===== config.mk =====
export PLATFORM = sky130hd
export DESIGN_NAME = divide_flat
export DESIGN_NICKNAME = d
export VERILOG_FILES = /design/src/rtl/div_pkg.sv /design/src/rtl/divide_if.sv /design/src/rtl/div_step.sv /design/src/rtl/divide.sv /design/src/flat_wrapper.sv
export SDC_FILE = /design/constraint.sdc
export NUM_CORES = 1
export LEC_CHECK = 0
export BUFFER_PORTS_ARGS = -buffer_cell sky130_fd_sc_hd__buf_4
export CORE_UTILIZATION = 57
export CTS_CLUSTER_SIZE = 40
export DETAILED_ROUTE_END_ITERATION = 8
export PLACE_DENSITY = 0.78
export SYNTH_ARGS = -nofsm -noshare
export SYNTH_HDL_FRONTEND = slang
export SYNTH_SLANG_ARGS = --single-unit

===== constraint.sdc =====
create_clock -name clk -period 4 [get_ports clk]
set_clock_uncertainty 0.05 [all_clocks]
set_input_delay 0.8 -clock clk [delete_from_list [all_inputs] [get_ports clk]]
set_output_delay 0.8 -clock clk [all_outputs]
set_load 0.05 [all_outputs]

===== src/rtl/div_pkg.sv =====
// Shared types and sizing for the iterative divider.
//   DIV_WIDTH       : default operand/result width
//   DIV_CNT_W       : step counter width, clog2(WIDTH+1)
//   DIV_ITER_CYCLES : restoring steps per division (one quotient bit each)
//   state_t         : control FSM encoding
package div_pkg;

    localparam int unsigned DIV_WIDTH       = 32;
    localparam int unsigned DIV_CNT_W       = $clog2(DIV_WIDTH + 1);
    localparam int unsigned DIV_ITER_CYCLES = DIV_WIDTH;

    typedef enum logic [2:0] {
        S_IDLE = 3'd0,
        S_RUN  = 3'd1,
        S_FIX  = 3'd2,
        S_DONE = 3'd3,
        S_HOLD = 3'd4
    } state_t;

endpackage


===== src/rtl/divide_if.sv =====
// Request/result bundle between a requester and the divider.
//   master : drives div_begin, div_signed, div_op1, div_op2; receives results
//   slave  : the divider side
//   div_begin is level-held by the requester until div_end is seen.
interface divide_if
    import div_pkg::*;
#(
    parameter int unsigned WIDTH = DIV_WIDTH
) ();

    logic             div_begin;
    logic             div_signed;
    logic [WIDTH-1:0] div_op1;
    logic [WIDTH-1:0] div_op2;
    logic [WIDTH-1:0] quotient;
    logic [WIDTH-1:0] remainder;
    logic             div_by_zero;
    logic             div_end;

    modport master (
        output div_begin, div_signed, div_op1, div_op2,
        input  quotient, remainder, div_by_zero, div_end
    );

    modport slave (
        input  div_begin, div_signed, div_op1, div_op2,
        output quotient, remainder, div_by_zero, div_end
    );

endinterface


===== src/rtl/div_step.sv =====
// One restoring-division step (combinational).
//   rem      : partial remainder, always < divisor on entry
//   bit_in   : next dividend bit shifted into the remainder
//   divisor  : unsigned divisor magnitude
//   rem_next : updated partial remainder
//   q_bit    : quotient bit produced by this step
module div_step #(
    parameter int unsigned WIDTH = 32
) (
    input  logic [WIDTH-1:0] rem,
    input  logic             bit_in,
    input  logic [WIDTH-1:0] divisor,
    output logic [WIDTH-1:0] rem_next,
    output logic             q_bit
);

    logic [WIDTH:0]   shifted;
    logic [WIDTH+1:0] trial;

    // Extra top bit of trial acts as the borrow: set means shifted < divisor.
    always_comb begin
        shifted  = {rem, bit_in};
        trial    = {1'b0, shifted} - {2'b00, divisor};
        q_bit    = ~trial[WIDTH+1];
        // Both candidates fit in WIDTH bits because rem < divisor on entry.
        rem_next = q_bit ? WIDTH'(trial) : WIDTH'(shifted);
    end

endmodule


===== src/rtl/divide.sv =====
// Iterative restoring divider, signed/unsigned, fixed latency.
//   clk, rst : rising-edge clock, synchronous active-high reset
//   bus      : divide_if slave (begin/signed/operands in, results/div_end out)
// A request sampled at edge E0 steps through WIDTH restoring edges, applies
// the sign fix-up at E0+WIDTH+1 and pulses div_end for the following cycle.
module divide
    import div_pkg::*;
#(
    parameter int unsigned WIDTH = DIV_WIDTH
) (
    input  logic     clk,
    input  logic     rst,
    divide_if.slave  bus
);

    localparam int unsigned      CNT_W       = $clog2(WIDTH + 1);
    localparam int unsigned      ITER_CYCLES = WIDTH;
    localparam logic [CNT_W-1:0] LAST_STEP   = CNT_W'(ITER_CYCLES - 1);
    localparam logic [WIDTH-1:0] ONE         = WIDTH'(1);

    state_t state, next_state;

    logic [WIDTH-1:0] rem_q, dvd_q, dsr_q, op1_raw_q;
    logic             sign_quo_q, sign_rem_q, zero_q;
    logic [CNT_W-1:0] cnt_q;
    logic [WIDTH-1:0] quotient_q, remainder_q;
    logic             dbz_q, end_q;

    logic             do_load, do_step, do_fix;
    logic             s1, s2;
    logic [WIDTH-1:0] abs1, abs2;
    logic [WIDTH-1:0] step_rem;
    logic             step_q;

    // State register.
    always_ff @(posedge clk) begin
        if (rst) state <= S_IDLE;
        else     state <= next_state;
    end

    // Next state and datapath strobes; dropping begin in RUN/FIX aborts.
    always_comb begin
        next_state = state;
        do_load    = 1'b0;
        do_step    = 1'b0;
        do_fix     = 1'b0;
        case (state)
            S_IDLE: begin
                if (bus.div_begin) begin
                    do_load    = 1'b1;
                    next_state = S_RUN;
                end
            end
            S_RUN: begin
                if (!bus.div_begin) begin
                    next_state = S_IDLE;
                end else begin
                    do_step = 1'b1;
                    if (cnt_q == LAST_STEP) next_state = S_FIX;
                end
            end
            S_FIX: begin
                if (!bus.div_begin) begin
                    next_state = S_IDLE;
                end else begin
                    do_fix     = 1'b1;
                    next_state = S_DONE;
                end
            end
            S_DONE: next_state = bus.div_begin ? S_HOLD : S_IDLE;
            S_HOLD: if (!bus.div_begin) next_state = S_IDLE;
            default: next_state = S_IDLE;
        endcase
    end

    // Operand magnitudes; signs only matter in signed mode.
    always_comb begin
        s1   = bus.div_signed & bus.div_op1[WIDTH-1];
        s2   = bus.div_signed & bus.div_op2[WIDTH-1];
        abs1 = s1 ? (~bus.div_op1 + ONE) : bus.div_op1;
        abs2 = s2 ? (~bus.div_op2 + ONE) : bus.div_op2;
    end

    div_step #(.WIDTH(WIDTH)) u_step (
        .rem      (rem_q),
        .bit_in   (dvd_q[WIDTH-1]),
        .divisor  (dsr_q),
        .rem_next (step_rem),
        .q_bit    (step_q)
    );

    // Datapath: dvd_q shifts the dividend out and the quotient in from the LSB.
    always_ff @(posedge clk) begin
        if (rst) begin
            rem_q       <= '0;
            dvd_q       <= '0;
            dsr_q       <= '0;
            op1_raw_q   <= '0;
            sign_quo_q  <= 1'b0;
            sign_rem_q  <= 1'b0;
            zero_q      <= 1'b0;
            cnt_q       <= '0;
            quotient_q  <= '0;
            remainder_q <= '0;
            dbz_q       <= 1'b0;
            end_q       <= 1'b0;
        end else begin
            end_q <= do_fix;
            if (do_load) begin
                rem_q      <= '0;
                dvd_q      <= abs1;
                dsr_q      <= abs2;
                op1_raw_q  <= bus.div_op1;
                sign_quo_q <= s1 ^ s2;
                sign_rem_q <= s1;
                zero_q     <= (bus.div_op2 == '0);
                cnt_q      <= '0;
            end
            if (do_step) begin
                rem_q <= step_rem;
                dvd_q <= {dvd_q[WIDTH-2:0], step_q};
                cnt_q <= cnt_q + CNT_W'(1);
            end
            if (do_fix) begin
                if (zero_q) begin
                    quotient_q  <= '1;
                    remainder_q <= op1_raw_q;
                    dbz_q       <= 1'b1;
                end else begin
                    // Remainder follows the dividend sign (truncating division).
                    quotient_q  <= sign_quo_q ? (~dvd_q + ONE) : dvd_q;
                    remainder_q <= sign_rem_q ? (~rem_q + ONE) : rem_q;
                    dbz_q       <= 1'b0;
                end
            end
        end
    end

    assign bus.quotient    = quotient_q;
    assign bus.remainder   = remainder_q;
    assign bus.div_by_zero = dbz_q;
    assign bus.div_end     = end_q;

endmodule


===== src/flat_wrapper.sv =====
// flat-port wrapper written by rule: the top's interface ports become plain ports
module divide_flat import div_pkg::*;
#(
    parameter int unsigned WIDTH = DIV_WIDTH
)
  (clk, rst, bus_div_begin, bus_div_signed, bus_div_op1, bus_div_op2, bus_quotient, bus_remainder, bus_div_by_zero, bus_div_end);
  divide_if #(.WIDTH(WIDTH)) bus_i ();
  input  logic clk;
  input  logic rst;
  input wire logic [$bits(bus_i.div_begin)-1:0] bus_div_begin;
  input wire logic [$bits(bus_i.div_signed)-1:0] bus_div_signed;
  input wire logic [$bits(bus_i.div_op1)-1:0] bus_div_op1;
  input wire logic [$bits(bus_i.div_op2)-1:0] bus_div_op2;
  output wire logic [$bits(bus_i.quotient)-1:0] bus_quotient;
  output wire logic [$bits(bus_i.remainder)-1:0] bus_remainder;
  output wire logic [$bits(bus_i.div_by_zero)-1:0] bus_div_by_zero;
  output wire logic [$bits(bus_i.div_end)-1:0] bus_div_end;
  assign bus_i.div_begin = bus_div_begin;
  assign bus_i.div_signed = bus_div_signed;
  assign bus_i.div_op1 = bus_div_op1;
  assign bus_i.div_op2 = bus_div_op2;
  assign bus_quotient = bus_i.quotient;
  assign bus_remainder = bus_i.remainder;
  assign bus_div_by_zero = bus_i.div_by_zero;
  assign bus_div_end = bus_i.div_end;
  divide #(.WIDTH(WIDTH)) u_core (.clk(clk), .rst(rst), .bus(bus_i));
endmodule

== Word-level counts from Yosys, hierarchy flattened ==
Index checks and enable logic that the tools add are counted.
Operators by class
  add/subtract/negate cells: 6
  equality and inequality tests: 8
  muxes and demuxes: 25
  bitwise logic cells: 8
  reduce and logical (&&, ||, !) cells: 4
Operator list (number)
  32-bit two-way mux: 11
  32-bit by 1-bit adder with 32-bit output (second input constant): 4
  32-bit NOT: 4
  33-bit by 32-bit subtractor with 34-bit output: 1
  32-bit logical NOT: 1
  3-bit two-way mux: 5
  3-bit case mux with 5 select lines: 1
  6-bit two-way mux: 2
  6-bit by 1-bit adder with 6-bit output (second input constant): 1
  3-bit by 2-bit equality test with 1-bit output (second input constant): 2
  6-bit by 5-bit equality test with 1-bit output (second input constant): 1
  1-bit two-way mux: 5
  2-bit != test (second input constant): 2
  3-bit by 1-bit equality test with 1-bit output (second input constant): 1
  3-bit equality test (second input constant): 1
  3-bit logical NOT: 1
  3-bit by 2-bit != test with 1-bit output (second input constant): 1
  3-bit AND reduction: 1
  1-bit AND: 2
  2-bit two-way mux: 1
  2-bit nonzero test: 1
  1-bit NOT: 1
  1-bit XOR: 1
Storage, ports and cells
  register bits after elaboration: 206
  bits of input ports: 68
  output and inout port bits: 66
  word-level logic and storage cells: 64

== Longest topological paths before layout ==
  depth after elaboration: 5
  gate-level depth with buffers: 14

== Hierarchy ==
Synthesis repeated with hierarchy kept, for this count alone.
Unflattened totals
  cells, all modules: 1714
  area total of the unflattened synthesis: 12852.3 um2
Modules (own cells, without submodules)
  divide: times used 1, cells each 1342, area each 10478.8 um2, seq. area each 4124.0 um2
  div_step: times used 1, cells each 372, area each 2373.5 um2, seq. area each 0.0 um2

== Worst setup path after synthesis ==
Ideal clock, no wire load.
  path kind: input port to flip-flop
  start: input bus_div_op2[8]
  end: register u_core.dsr_q[27]
  library setup time: 0.086 ns
  data arrival time: 3.257 ns
  data required time: 3.864 ns
  slack: 0.607 ns
  stages: 8
  buffers on the path: 0
  path through: or4_1 -> or4_1 -> or3_1 -> nor3_1 -> nand2_1 -> o41ai_1 -> xor2_1 -> a211oi_1
On the way
  word-level cells in the longest chain between the ends: 3
RTL lines
  start, declared: RTL line flat_wrapper.sv:13  | input wire logic [$bits(bus_i.div_op2)-1:0] bus_div_op2;
  32-bit NOT: RTL line divide.sv:81  | abs2 = s2 ? (~bus.div_op2 + ONE) : bus.div_op2;
  32-bit by 1-bit adder with 32-bit output: RTL line divide.sv:81
  32-bit two-way mux: RTL line divide.sv:81
  end signal, assigned: RTL line divide.sv:112  | dsr_q <= abs2;
  end, declared: RTL line divide.sv:23  | logic [WIDTH-1:0] rem_q, dvd_q, dsr_q, op1_raw_q;
Every way passes these cells.
A chain may end at the register's enable or synchronous reset.

== Worst setup path after layout ==
  start: register u_core.dvd_q[31]
  end: register u_core.rem_q[28]
On the way
  word-level cells in the longest chain between the ends: 3
RTL lines
  start, declared: RTL line divide.sv:23
  start signal, assigned: RTL line divide.sv:111  | dvd_q <= abs1;
  start signal, assigned: RTL line divide.sv:121  | dvd_q <= {dvd_q[WIDTH-2:0], step_q};
  33-bit by 32-bit subtractor with 34-bit output: RTL line div_step.sv:23  | trial = {1'b0, shifted} - {2'b00, divisor};
  32-bit two-way mux: RTL line div_step.sv:26  | rem_next = q_bit ? WIDTH'(trial) : WIDTH'(shifted);
  32-bit two-way mux: RTL line divide.sv:119  | if (do_step) begin
  end signal, assigned: RTL line divide.sv:120  | rem_q <= step_rem;
  end, declared: RTL line divide.sv:23
Every way passes these cells.

==> flow_metrics.env <==
export IMPL_status="complete, no violations"
export IMPL_via_per_inst=6.04
export IMPL_worst_slew_pin_slew_ns=1.11
export IMPL_r2r_end="u_core.rem_q[28]$_SDFFE_PP0P_"
export IMPL_final_cell_mix="nand2_1 (315), dfxtp_1 (205), a21oi_1 (171)"
export IMPL_critPathSlowestCell="a2111oi_0"
export IMPL_syn_nets=1733
export IMPL_cts_sink_count=206
export IMPL_crit_path_cell_trace="inv_1 -> ha_1 -> fa_1 -> nor2b_1 -> o21bai_1 -> a21oi_1 -> a311oi_1 -> a2111oi_0 -> buf_4 -> o221ai_1 -> o21ai_0 -> nor4b_1 -> a211o_1"
export IMPL_synth_cell_area_um2=12100
export IMPL_cellPowerDensity_nw_per_um2=359
export IMPL_gr_max_usage_layer="met2"
export IMPL_vias=12000
export IMPL_ctsHoldBuffers=0
export IMPL_crit_buf_inv=2
export IMPL_cp_arrival_ns=4.00
export IMPL_cts_resized=0
export IMPL_final_common_cell="nand2_1"
export IMPL_cts_htree_levels=1
export IMPL_synth_cells=1627
export IMPL_ys_flop_type="dfxtp_1"
export IMPL_grt_max_degree=109
export IMPL_hold_depth=2
export IMPL_setup_viol=0
export IMPL_r2r_start="u_core.dvd_q[31]$_SDFFE_PP0P_"
export IMPL_whs_endpoint="u_core.bus.remainder[20]$_SDFFE_PP0P_"
export IMPL_grt_overflow=0
export IMPL_synth_fa_ha_area_share_pct=4.01
export IMPL_antenna_found_initial=0
export IMPL_cts_setup_buffers=0
export IMPL_dp_hpwl_um=24600
export IMPL_drc=0
export IMPL_synth_compound_area_share_pct=24.4
export IMPL_grt_pass1_vias=10800
export IMPL_core_area_um2=20500
export IMPL_drive_gt1_share_pct=12.4
export IMPL_totalPowerFinal_uw=5020
export IMPL_path_max_fanout=3
export IMPL_place_gp_congestion=0.932
export IMPL_max_stage_delay_ns=0.51
export IMPL_ys_async_sr_fraction_pct=0
export IMPL_worstHoldPathType="register to register"
export IMPL_synth_edff_count=0
export IMPL_muxShareOfSynthArea_pct=0.664
export IMPL_drv_slew=0
export IMPL_die_w_um=147
export IMPL_initial_core_util_pct=58.8
export IMPL_fin_util_pct=68.3
export IMPL_cts_max_path_buffers=3
export IMPL_dr_pass1_iters=5
export IMPL_rows=52
export IMPL_pin_count=134
export IMPL_critical_path_top_delay_family="compound AO/OA/AOI/OAI gates"
export IMPL_irDropWorstVdd_mv=0.324
export IMPL_io_buffers=133
export IMPL_grt_util_met2_pct=47.7
export IMPL_routedWlPerCell_um=17.3
export IMPL_final_hold_violation_count=0
export IMPL_synthSimpleGateAreaFrac_pct=21.4
export IMPL_cap_violations=0
export IMPL_path_class="register to register"
export IMPL_r2r_cells=13
export IMPL_cts_root_buf="clkbuf_16"
export IMPL_clkSlewWorstSetupHoldPaths_ns=0.06
export IMPL_wl_um=34400
export IMPL_hp_start="u_core.bus.remainder[20]$_SDFFE_PP0P_"
export IMPL_relSlewSlack_pct=25.8
export IMPL_syn_area_per_cell_um2=7.41
export IMPL_setup_tns_ns=0
export IMPL_grtUsageMet3_pct=4.85
export IMPL_whs_ns=0.404
export IMPL_grt_pass1_wl_um=55300
export IMPL_nets=1809
export IMPL_synthXorXnorAreaFrac_pct=10.5
export IMPL_numCtsBuffers=23
export IMPL_layout_min_cycle_time_ns=3.64
export IMPL_cts_tree="built"
export IMPL_grtUsageTotal_pct=31.2
export IMPL_dieArea_um2=21700
export IMPL_clock_fmax_ghz=0.275
export IMPL_drt_first_iter_violations=927
export IMPL_leakagePower_uw=0.00566
export IMPL_crit_required_ns=4.36
export IMPL_worstSkewPairLatency_ns=0.52
export IMPL_ys_warn_count=0
export IMPL_postRouteAntennaNets=0
export IMPL_start_kind="register"
export IMPL_rrSetupSlack_ns=0.36
export IMPL_die_y_um=147
export IMPL_grt_util_met1_pct=44.7
export IMPL_yosysUniqueCellTypes=53
export IMPL_synth_top_family_by_area="compound AO/OA/AOI/OAI gates"
export IMPL_critPathCaptureType="register"
export IMPL_synth_seq_cells=206
export IMPL_antenna_cells=0
export IMPL_rsz0062_at_grt="false"
export IMPL_yosysSeqAreaShare_pct=34.2
export IMPL_synthToLayoutAreaGrowth_pct=16.1
export IMPL_min_period_over_period_pct=91.0
[per-stage QoR]
stage	worst slack, ns	area (um2)	instances
floorplan	0.607	12100	1627
global placement	0.262	13200	1948
detailed placement	0.272	13200	1948
CTS	0.468	14000	1989
global route	0.315	14000	1989
finish	0.360	14000	1989
[worst max path at each step]
stage                                  startpoint                             to  slack [ns]  cells past startpoint
CTS                 u_core.dvd_q[31]$_SDFFE_PP0P_  u_core.rem_q[28]$_SDFFE_PP0P_        0.47                     13
global route        u_core.dvd_q[31]$_SDFFE_PP0P_  u_core.rem_q[28]$_SDFFE_PP0P_        0.31                     13
detailed placement                 bus_div_op1[6]  u_core.dvd_q[30]$_SDFFE_PP0P_        0.27                     10
finish              u_core.dvd_q[31]$_SDFFE_PP0P_  u_core.rem_q[28]$_SDFFE_PP0P_        0.36                     13
global placement                   bus_div_op1[6]  u_core.dvd_q[30]$_SDFFE_PP0P_        0.26                     10
floorplan                          bus_div_op2[8]  u_core.dsr_q[27]$_SDFFE_PP0P_        0.61                      8
[metal layers]
layer	up-vias	part of all wire, %
met5	-	0
met4	0	3.1
met1	5613	45
met3	74	8.0
li1	5854	-
met2	464	44
[cells by family (layout without fill, tap and decap cells)]
logic type	Yosys count	in the layout
AO/OA/AOI/OAI	481	481
XOR/XNOR	144	144
adder cells (fa/ha/maj)	38	38
buffers and inverters	158	250
flip-flops	206	206
multiplexers	8	8
AND/OR/NAND/NOR	592	592
[synth_stat cells (all sizes together) (3+ instances only)]
cell type	count	area [um2]
mux2i	8	80.1
xor2	84	736
o31ai	30	239
nor2	136	510
a21o	15	113
ha	37	463
buf	9	33.8
xnor2	60	526
nand2	315	1180
nor4	13	81.3
nor3	25	130
clkbuf	100	375
inv	49	184
nor2b	6	37.5
or3	13	86.3
a31oi	7	43.8
o21ai	118	591
nand3b	5	37.5
nand2b	7	43.8
o211ai	28	210
o22ai	16	100
a21oi	171	856
nand3	22	110
a22o	3	26.3
a22oi	6	45.0
nand4	9	56.3
a211oi	33	248
a311oi	16	140
and3	4	25.0
or2	9	56.3
or4	16	128
dfxtp	206	4120
o21bai	3	22.5
nor3b	3	22.5
o41ai	19	166
a32oi	5	43.8
and2	4	25.0
[registers in the layout, indices dropped and copies added, names as in the netlist]
| signal | flops |
|---|---|
| u_core.bus.remainder | 32 |
| u_core.op1_raw_q | 32 |
| u_core.sign_quo_q | 1 |
| u_core.sign_rem_q | 1 |
| u_core.zero_q | 1 |
| u_core.bus.quotient | 32 |
| u_core.cnt_q | 6 |
| u_core.dsr_q | 32 |
| u_core.dvd_q | 32 |
| u_core.bus.div_end | 1 |
| u_core.state | 3 |
| u_core.rem_q | 32 |
| u_core.bus.div_by_zero | 1 |
[layout make-up]
type	instances	area (um2)
multi-input combinational	1263	7360
fill	1764	6500
sequential	206	4130
timing repair buffer	160	1230
clock buffer	37	708
tap	270	338
inverter	49	184
clock inverter	4	51.3
[tightest hold or removal path: stages (launching register included)]
cell	delay (ns)
dfxtp_1	0.31
nand2_1	0.05
a21oi_1	0.05
[where the power goes]
group	internal, uW	leakage (uW)	total, uW	switching [uW]
sequential	2120	0.00168	2190	69.7
combinational	283	0.00361	709	426
clock	1270	0.000371	2120	852
total	3680	0.00566	5020	1350
Power figures use the tool's default switching activity.
